==> config.mk <==
export PLATFORM = sky130hd
export DESIGN_NAME = mult_fu
export DESIGN_NICKNAME = d
export VERILOG_FILES = /design/src/rtl/mult_fu.sv
export SDC_FILE = /design/constraint.sdc
export NUM_CORES = 1
export LEC_CHECK = 0
export CORE_AREA = 2 2 185 187
export CTS_CLUSTER_DIAMETER = 150
export DETAILED_ROUTE_END_ITERATION = 12
export DIE_AREA = 0 0 187 189
export PLACE_DENSITY = 0.8
export SETUP_SLACK_MARGIN = 0.5
export SLEW_MARGIN = 10
export SYNTH_ARGS = -nofsm -noshare
export SYNTH_HDL_FRONTEND = slang
export SYNTH_SLANG_ARGS = --single-unit
==> constraint.sdc <==
create_clock -name clk -period 11.1 [get_ports clk]
set_input_delay 2.22 -clock clk [delete_from_list [all_inputs] [get_ports clk]]
set_output_delay 2.22 -clock clk [all_outputs]
set_load 0.02 [all_outputs]
==> src/rtl/mult_fu.sv <==
// Iterative RV32M multiplier (MUL/MULH/MULHSU/MULHU) with an issue-side start/busy handshake
// and a CDB request port that holds the result until it is granted.
module mult_fu #(
    parameter int BITS_PER_CYCLE = 2,
    parameter int PHYS_REG_W     = 6,
    parameter int ROB_IDX_W      = 5
) (
    input  logic                  clk,
    input  logic                  rst_n,
    input  logic                  flush,
    input  logic                  start,
    input  logic [31:0]           op_a,
    input  logic [31:0]           op_b,
    input  logic [2:0]            funct3,
    input  logic [PHYS_REG_W-1:0] pd_in,
    input  logic [ROB_IDX_W-1:0]  rob_in,
    output logic                  busy,
    output logic                  cdb_valid,
    input  logic                  cdb_grant,
    output logic [31:0]           cdb_data,
    output logic [PHYS_REG_W-1:0] cdb_pd,
    output logic [ROB_IDX_W-1:0]  cdb_rob
);

    localparam int CALC_CYCLES = 32 / BITS_PER_CYCLE;
    localparam int CNT_W       = (CALC_CYCLES > 1) ? $clog2(CALC_CYCLES) : 1;
    localparam logic [CNT_W-1:0] CNT_LAST = CNT_W'(CALC_CYCLES - 1);

    typedef enum logic [1:0] {
        IDLE = 2'd0,
        CALC = 2'd1,
        DONE = 2'd2
    } state_t;

    state_t                  state_reg;
    logic [63:0]             mcand_reg;
    logic [31:0]             mplier_reg;
    logic [63:0]             acc_reg;
    logic                    sign_reg;
    logic                    hi_sel_reg;
    logic [CNT_W-1:0]        cnt_reg;
    logic                    cdb_valid_reg;
    logic [31:0]             cdb_data_reg;
    logic [PHYS_REG_W-1:0]   cdb_pd_reg;
    logic [ROB_IDX_W-1:0]    cdb_rob_reg;

    // Operand decode: div/rem encodings (funct3[2]) fall back to plain MUL.
    logic [2:0]  op_sel;
    logic        a_signed;
    logic        b_signed;
    logic        sa;
    logic        sb;
    logic [31:0] a_mag;
    logic [31:0] b_mag;

    always_comb begin
        op_sel   = funct3[2] ? 3'b000 : funct3;
        a_signed = (op_sel[1:0] != 2'b11);
        b_signed = !op_sel[1];
        sa       = a_signed & op_a[31];
        sb       = b_signed & op_b[31];
        // Magnitude of -2^31 is 0x80000000, which still fits as unsigned 32b.
        a_mag    = sa ? (~op_a + 32'd1) : op_a;
        b_mag    = sb ? (~op_b + 32'd1) : op_b;
    end

    // One shifted copy of the multiplicand per retired multiplier bit.
    logic [63:0] pp_terms [BITS_PER_CYCLE];
    logic [63:0] pp_sum;
    logic [63:0] acc_sum;
    logic [63:0] product;

    generate
        for (genvar gi = 0; gi < BITS_PER_CYCLE; gi++) begin : g_pp
            assign pp_terms[gi] = mplier_reg[gi] ? (mcand_reg << gi) : 64'd0;
        end
    endgenerate

    always_comb begin
        pp_sum = 64'd0;
        for (int i = 0; i < BITS_PER_CYCLE; i++) begin
            pp_sum = pp_sum + pp_terms[i];
        end
        acc_sum = acc_reg + pp_sum;
        product = sign_reg ? (~acc_sum + 64'd1) : acc_sum;
    end

    always_ff @(posedge clk or negedge rst_n) begin
        if (!rst_n) begin
            state_reg     <= IDLE;
            mcand_reg     <= 64'd0;
            mplier_reg    <= 32'd0;
            acc_reg       <= 64'd0;
            sign_reg      <= 1'b0;
            hi_sel_reg    <= 1'b0;
            cnt_reg       <= '0;
            cdb_valid_reg <= 1'b0;
            cdb_data_reg  <= 32'd0;
            cdb_pd_reg    <= '0;
            cdb_rob_reg   <= '0;
        end else if (flush) begin
            state_reg     <= IDLE;
            cdb_valid_reg <= 1'b0;
        end else begin
            case (state_reg)
                IDLE: begin
                    if (start) begin
                        mcand_reg   <= {32'd0, a_mag};
                        mplier_reg  <= b_mag;
                        acc_reg     <= 64'd0;
                        sign_reg    <= sa ^ sb;
                        hi_sel_reg  <= (op_sel != 3'b000);
                        cnt_reg     <= CNT_LAST;
                        cdb_pd_reg  <= pd_in;
                        cdb_rob_reg <= rob_in;
                        state_reg   <= CALC;
                    end
                end
                CALC: begin
                    acc_reg    <= acc_sum;
                    mcand_reg  <= mcand_reg << BITS_PER_CYCLE;
                    mplier_reg <= mplier_reg >> BITS_PER_CYCLE;
                    if (cnt_reg == '0) begin
                        cdb_data_reg  <= hi_sel_reg ? product[63:32] : product[31:0];
                        cdb_valid_reg <= 1'b1;
                        state_reg     <= DONE;
                    end else begin
                        cnt_reg <= cnt_reg - 1'b1;
                    end
                end
                DONE: begin
                    if (cdb_grant) begin
                        cdb_valid_reg <= 1'b0;
                        state_reg     <= IDLE;
                    end
                end
                default: begin
                    state_reg     <= IDLE;
                    cdb_valid_reg <= 1'b0;
                end
            endcase
        end
    end

    assign busy      = (state_reg != IDLE);
    assign cdb_valid = cdb_valid_reg;
    assign cdb_data  = cdb_data_reg;
    assign cdb_pd    = cdb_pd_reg;
    assign cdb_rob   = cdb_rob_reg;

    // Protocol checks on the issue side; neither affects the datapath.
    always @(posedge clk) begin
        if (rst_n && !flush && start && !busy) begin
            assert (!funct3[2])
            else $error("mult_fu: div/rem funct3 %0b issued to multiplier", funct3);
        end
        if (rst_n) begin
            assert (!(start && busy))
            else $warning("mult_fu: start while busy ignored");
        end
    end

endmodule

Yosys cells after proc, flatten, opt, wreduce, memory -nomap -nowiden
Cells that the tools add are included.

operators by class
  $add $sub $neg = 6
  equal/unequal tests = 9
  muxes and demuxes = 25
  bitwise logic cells = 7
  reduce and logical (&&, ||, !) cells = 12

operators by type and width
  cell                                              number
  2-to-1 mux 64 bit                                 5
  one-hot mux 64 bit (2 select lines)               2
  adder 64 bit                                      2
  2-to-1 mux 32 bit                                 4
  adder 32 x 1 -> 32 bit, second input constant     2
  adder 64 x 1 -> 64 bit, second input constant     1
  inverter 32 bit                                   2
  inverter 64 bit                                   1
  one-hot mux 32 bit (2 select lines)               1
  AND reduction 3 bit                               5
  2-to-1 mux 2 bit                                  5
  inequality test 3 bit, second input constant      3
  2-to-1 mux 4 bit                                  2
  inequality test 2 bit, second input constant      4
  one-hot mux 4 bit (2 select lines)                1
  one-hot mux 2 bit (3 select lines)                1
  logical NOT 4 bit                                 1
  AND reduction 4 bit                               1
  nonzero test 2 bit                                2
  subtractor 4 x 1 -> 4 bit, second input constant  1
  2-to-1 mux 1 bit                                  3
  one-hot mux 1 bit (3 select lines)                1
  nonzero test 3 bit                                1
  AND 1 bit                                         2
  6 further kinds                                   6

storage, ports and cells
  register bits = 212
  output and inout port bits = 45
  logic and storage cells = 70

Longest topological paths before layout
  depth in word-level cells = 7
  gate-level depth with buffers = 20
  depth with buffers taken out = 16

Worst setup path before layout
No wires, ideal clock.

  path type = input -> register
  start = input port op_a[6]
  end = register mcand_reg[30]
  setup time = 0.136 ns
  arrival time = 4.851 ns
  setup slack = 6.113 ns
  stages on the path = 12
  path buffers = 0
  cell sequence = or3_1 -> or3_1 -> or4_1 -> nor4_1 -> and2_1 -> nand2_1 -> nor4b_1 -> a21oi_1 -> xnor2_1 -> nor2_1 -> a21oi_1 -> o21ai_0

on the way
  longest elaborated chain between the ends = 5

RTL lines
  what                                 line  source
  start, declared                      12    input logic [31:0] op_a,
  inverter 32 bit                      63    a_mag = sa ? (~op_a + 32'd1) : op_a;
  adder 32 x 1 -> 32 bit               63
  2-to-1 mux 32 bit                    63
  2-to-1 mux 64 bit                    107   if (start) begin
  one-hot mux 64 bit (2 select lines)  105   case (state_reg)
  end signal, assigned                 108   mcand_reg <= {32'd0, a_mag};
  end signal, assigned                 121   mcand_reg <= mcand_reg << BITS_PER_CYCLE;
  end, declared                        36    logic [63:0] mcand_reg;

No other way between the ends. The select of a mux whose other input is x is not followed.
A chain may end at the register's enable or synchronous reset.

Final worst setup path
  start = register mplier_reg[0]
  end = register cdb_data_reg[24], in the netlist cdb_data[24]

on the way
  longest elaborated chain between the ends = 7

RTL lines
  what                    line  source
  start, declared         37    logic [31:0] mplier_reg;
  start signal, assigned  109   mplier_reg <= b_mag;
  start signal, assigned  122   mplier_reg <= mplier_reg >> BITS_PER_CYCLE;
  2-to-1 mux 64 bit *     75    assign pp_terms[gi] = mplier_reg[gi] ? (mcand_reg << gi) : 64'd0;
  adder 64 bit *          82    pp_sum = pp_sum + pp_terms[i];
  adder 64 bit *          84    acc_sum = acc_reg + pp_sum;
  inverter 64 bit         85    product = sign_reg ? (~acc_sum + 64'd1) : acc_sum;
  adder 64 x 1 -> 64 bit  85
  2-to-1 mux 64 bit *     85
  2-to-1 mux 32 bit *     124   cdb_data_reg <= hi_sel_reg ? product[63:32] : product[31:0];
  end signal, assigned    124
  end, declared           43    logic [31:0] cdb_data_reg;

Mark *: on every way between the ends. The rest lies on a longest branch, timed or not.

==> impl_metrics.tcl <==
set metrics [dict create \
    min_to "cdb_rob[0]$_DFFE_PN0P_" \
    hold_class "flip-flop to flip-flop" \
    crit_path_top_delay_cell "dfrtp_1" \
    crit_arrival_ps 7250 \
    grt_pass1_wl_um 94900 \
    h-tree-depth 1 \
    syn_area_um2 18500 \
    worst_path_largest_cell_delay_ps 1120 \
    drc 0 \
    period_minus_slack_ps 6830 \
    vias 18000 \
    drt-initial-drc-count 1508 \
    grt_util_met3_pct 3.65 \
    grt_max_degree 206 \
    maxCapViolCount 0 \
    finalSetupViolations 0 \
    critPathCaptureType "flip-flop" \
    fmax_mhz 146 \
    synthDistinctLibCells 92 \
    overflow 0 \
    cts_resized 0 \
    p_switching_mw 1.58 \
    worstMarginPinSlew_ps 1170 \
    post-dp-hpwl_um 44500 \
    crit_required_ps 11520 \
    worstPathMaxFanout 34 \
    hold_path_depth 2 \
    post_cts_buffers 0 \
    p_seq_share_pct 28.2 \
    async_flop_share_pct 100 \
    ios 128 \
    clkSlewWorstSetupHoldPaths_ps 70 \
    regToRegEndpoint "cdb_data[24]$_DFFE_PN0P_" \
    slew_headroom_pct 22.3 \
    n_antenna_cell 0 \
    die_height_um 189 \
    start_util_pct 55.7 \
    rsz0062_at_grt "no" \
    p_per_area_nw_per_um2 173 \
    core_um2 33300 \
    syn-num-nets 2468 \
    placementRows 67 \
    path_common_cell "fa_1" \
    fin_nets 2503 \
    syn_inst 2255 \
    ys_ff_latch 212 \
    root_buffer "clkbuf_16" \
    avgRoutedWirePerCell_um 21.6 \
    cp-start-kind "flip-flop" \
    die_width_um 187 \
    synth-edff-count 0 \
    cts.path.max_buffers 3 \
    dr.pass1.iters 7 \
    gp_congestion 1.02 \
    global_route.usage.met1_pct 43.5 \
    ir_worst_vdd_v 0.000119 \
    p_leak_nw 9.13 \
    numClockSinks 212 \
    insertion_delay_ps 560 \
    drtAntennaViolNets 0 \
    grt_pass1_vias 17600 \
    grt_use_total_pct 33.2 \
    area_growth_pct 13.1 \
    path_cells "buf_4, and2_1, fa_1, ha_1, fa_1, a21o_1, a221o_1, a311oi_4, a2bb2oi_2, a31oi_1, o311ai_1, o2111ai_1, nand3b_1, and4b_1, nor3_1, o31ai_1, nand2_1" \
    fin_crit_sh_pct 61.5 \
    ys_seq_area_share_pct 28.6 \
    met2_usage_pct 56.1 \
    swShare_pct 43.7 \
    die-area_um2 35300 \
    synth_warnings 0 \
    final.setup.tns_ps 0 \
    cts_tree "yes" \
    routed_via_density 6.51 \
    combPwrFrac_pct 46.6 \
    drive_gt1_share_pct 4.94 \
    place.port_buffers 127 \
    antenna_found_initial 1 \
    ff2ff_setup_slack_ps 4270 \
    final_core_util_pct 63.0 \
    ctsHoldBuffers 0 \
    reg2reg_depth 17 \
    status "finished, final reports clean" \
    r2r-start "mplier_reg[0]$_DFFE_PN0P_" \
    slew_violations 0 \
    skew_ps 20.0 \
    min_from "cdb_rob[0]$_DFFE_PN0P_" \
    synth-main-ff-cell "dfrtp_1" \
    pwr-share-clk_pct 25.2 \
    wirelength_um 59500 \
    syn_avg_cell_area_um2 8.22 \
    numCtsBuffers 25 \
    critical_path_class "flip-flop to flip-flop" \
    hold_viol 0 \
    grt_busiest_layer "met2" \
    intPower_mw 2.04 \
]
## cells in the final DEF, fill, tap and decap left out, drive strengths merged, types with 26 or more instances in the layout
master,netlist,routed
inv,31,32
a22o,73,73
nor3,58,58
ha,67,67
nor2,155,155
o31ai,29,29
or3,32,32
a211oi,29,29
dfrtp,212,212
and2,149,149
nand4,37,37
a21oi,173,173
buf,13,26
nand3,48,48
o21ai,208,208
xor2,43,43
o211ai,26,26
clkbuf,131,36
clkdlybuf4s50,0,126
nand2,271,271
fa,63,63
xnor2,64,64
a21o,31,31
## how the worst max path moves through the flow
stage / to / cells after the start / slack, ps / startpoint
global route: cdb_data[24]$_DFFE_PN0P_ / 17 / 3860 / mplier_reg[0]$_DFFE_PN0P_
finish: cdb_data[24]$_DFFE_PN0P_ / 17 / 4270 / mplier_reg[0]$_DFFE_PN0P_
CTS: cdb_data[24]$_DFFE_PN0P_ / 17 / 4440 / mplier_reg[0]$_DFFE_PN0P_
global placement: cdb_data[29]$_DFFE_PN0P_ / 17 / 4670 / mplier_reg[0]$_DFFE_PN0P_
floorplan: mcand_reg[30]$_DFFE_PN0P_ / 12 / 6110 / op_a[6]
detailed placement: cdb_data[24]$_DFFE_PN0P_ / 17 / 4480 / mplier_reg[0]$_DFFE_PN0P_
## stage by stage
stage	instance area, µm²	setup WS, ps	power, mW	hold slack, ps	cells
2_1_floorplan	18500	6110	2.13	450	2255
3_3_place_gp	20000	4670	2.64	458	2711
3_5_place_dp	20000	4480	2.68	463	2711
4_1_cts	21000	4440	3.60	477	2757
5_1_grt	21000	3860	3.81	508	2757
6_report	21000	4270	3.62	476	2757
## final cells by class
type                    count  area [µm²]
well taps                 448         561
clock buffers              36         737
fillers                  2902       12300
inverters                  31         116
clock inverters            10         174
multi-input cells        1868       12600
repair buffers            152        1480
flip-flops and latches    212        5310
## cells in the mapped netlist (32+ instances only)
library cell,number,area share [%]
xnor2_1,64,3.0
nand2_1,271,5.5
nand3_1,47,1.3
o21ai_0,189,5.1
or3_1,32,1.1
nand4_1,36,1.2
xor2_1,43,2.0
nor2_1,155,3.1
ha_1,67,4.5
fa_1,63,6.8
clkbuf_1,131,2.7
a21oi_1,172,4.6
and2_1,149,5.0
a22o_1,73,3.5
nor3_1,56,1.5
dfrtp_1,212,29
## power by group through the flow
stage / clock network (mW) / registers, mW / logic, mW
3_3_place_gp: 0 / 1.02 / 1.62
4_1_cts: 0.923 / 1.02 / 1.66
6_report: 0.912 / 1.02 / 1.68
5_1_grt: 0.947 / 1.04 / 1.83
3_5_place_dp: 0 / 1.03 / 1.65
2_1_floorplan: 0 / 0.990 / 1.14
## logic make-up (layout without fill, tap and decap cells)
group / after synthesis / in the layout / share of synthesized area [%]
XOR/XNOR: 107 / 107 / 5.06
adder cells (fa/ha/maj): 130 / 130 / 11.3
flip-flops: 212 / 212 / 28.6
AO/OA/AOI/OAI: 741 / 741 / 26.5
multiplexers: 18 / 18 / 0.999
AND/OR/NAND/NOR: 872 / 872 / 23.9
buffers and inverters: 175 / 229 / 3.65
## worst max-delay path: cells and delay by family (launching register included)
| kind | cells | cell delay [ps] |
|---|---|---|
| compound gates | 8 | 2890 |
| simple gates | 5 | 1150 |
| fa+ha+maj | 3 | 1090 |
| flops | 1 | 1120 |
| buf+inv | 1 | 440 |
## per-layer routing
layer | share of wire, % | routed length [µm] | up-vias
met5 | 0 | 0 | -
met4 | 4.8 | 2840 | 0
met3 | 6.0 | 3570 | 157
met2 | 47 | 27900 | 707
met1 | 42 | 25200 | 8763
li1 | - | - | 8331
Power figures use the tool's default switching activity.
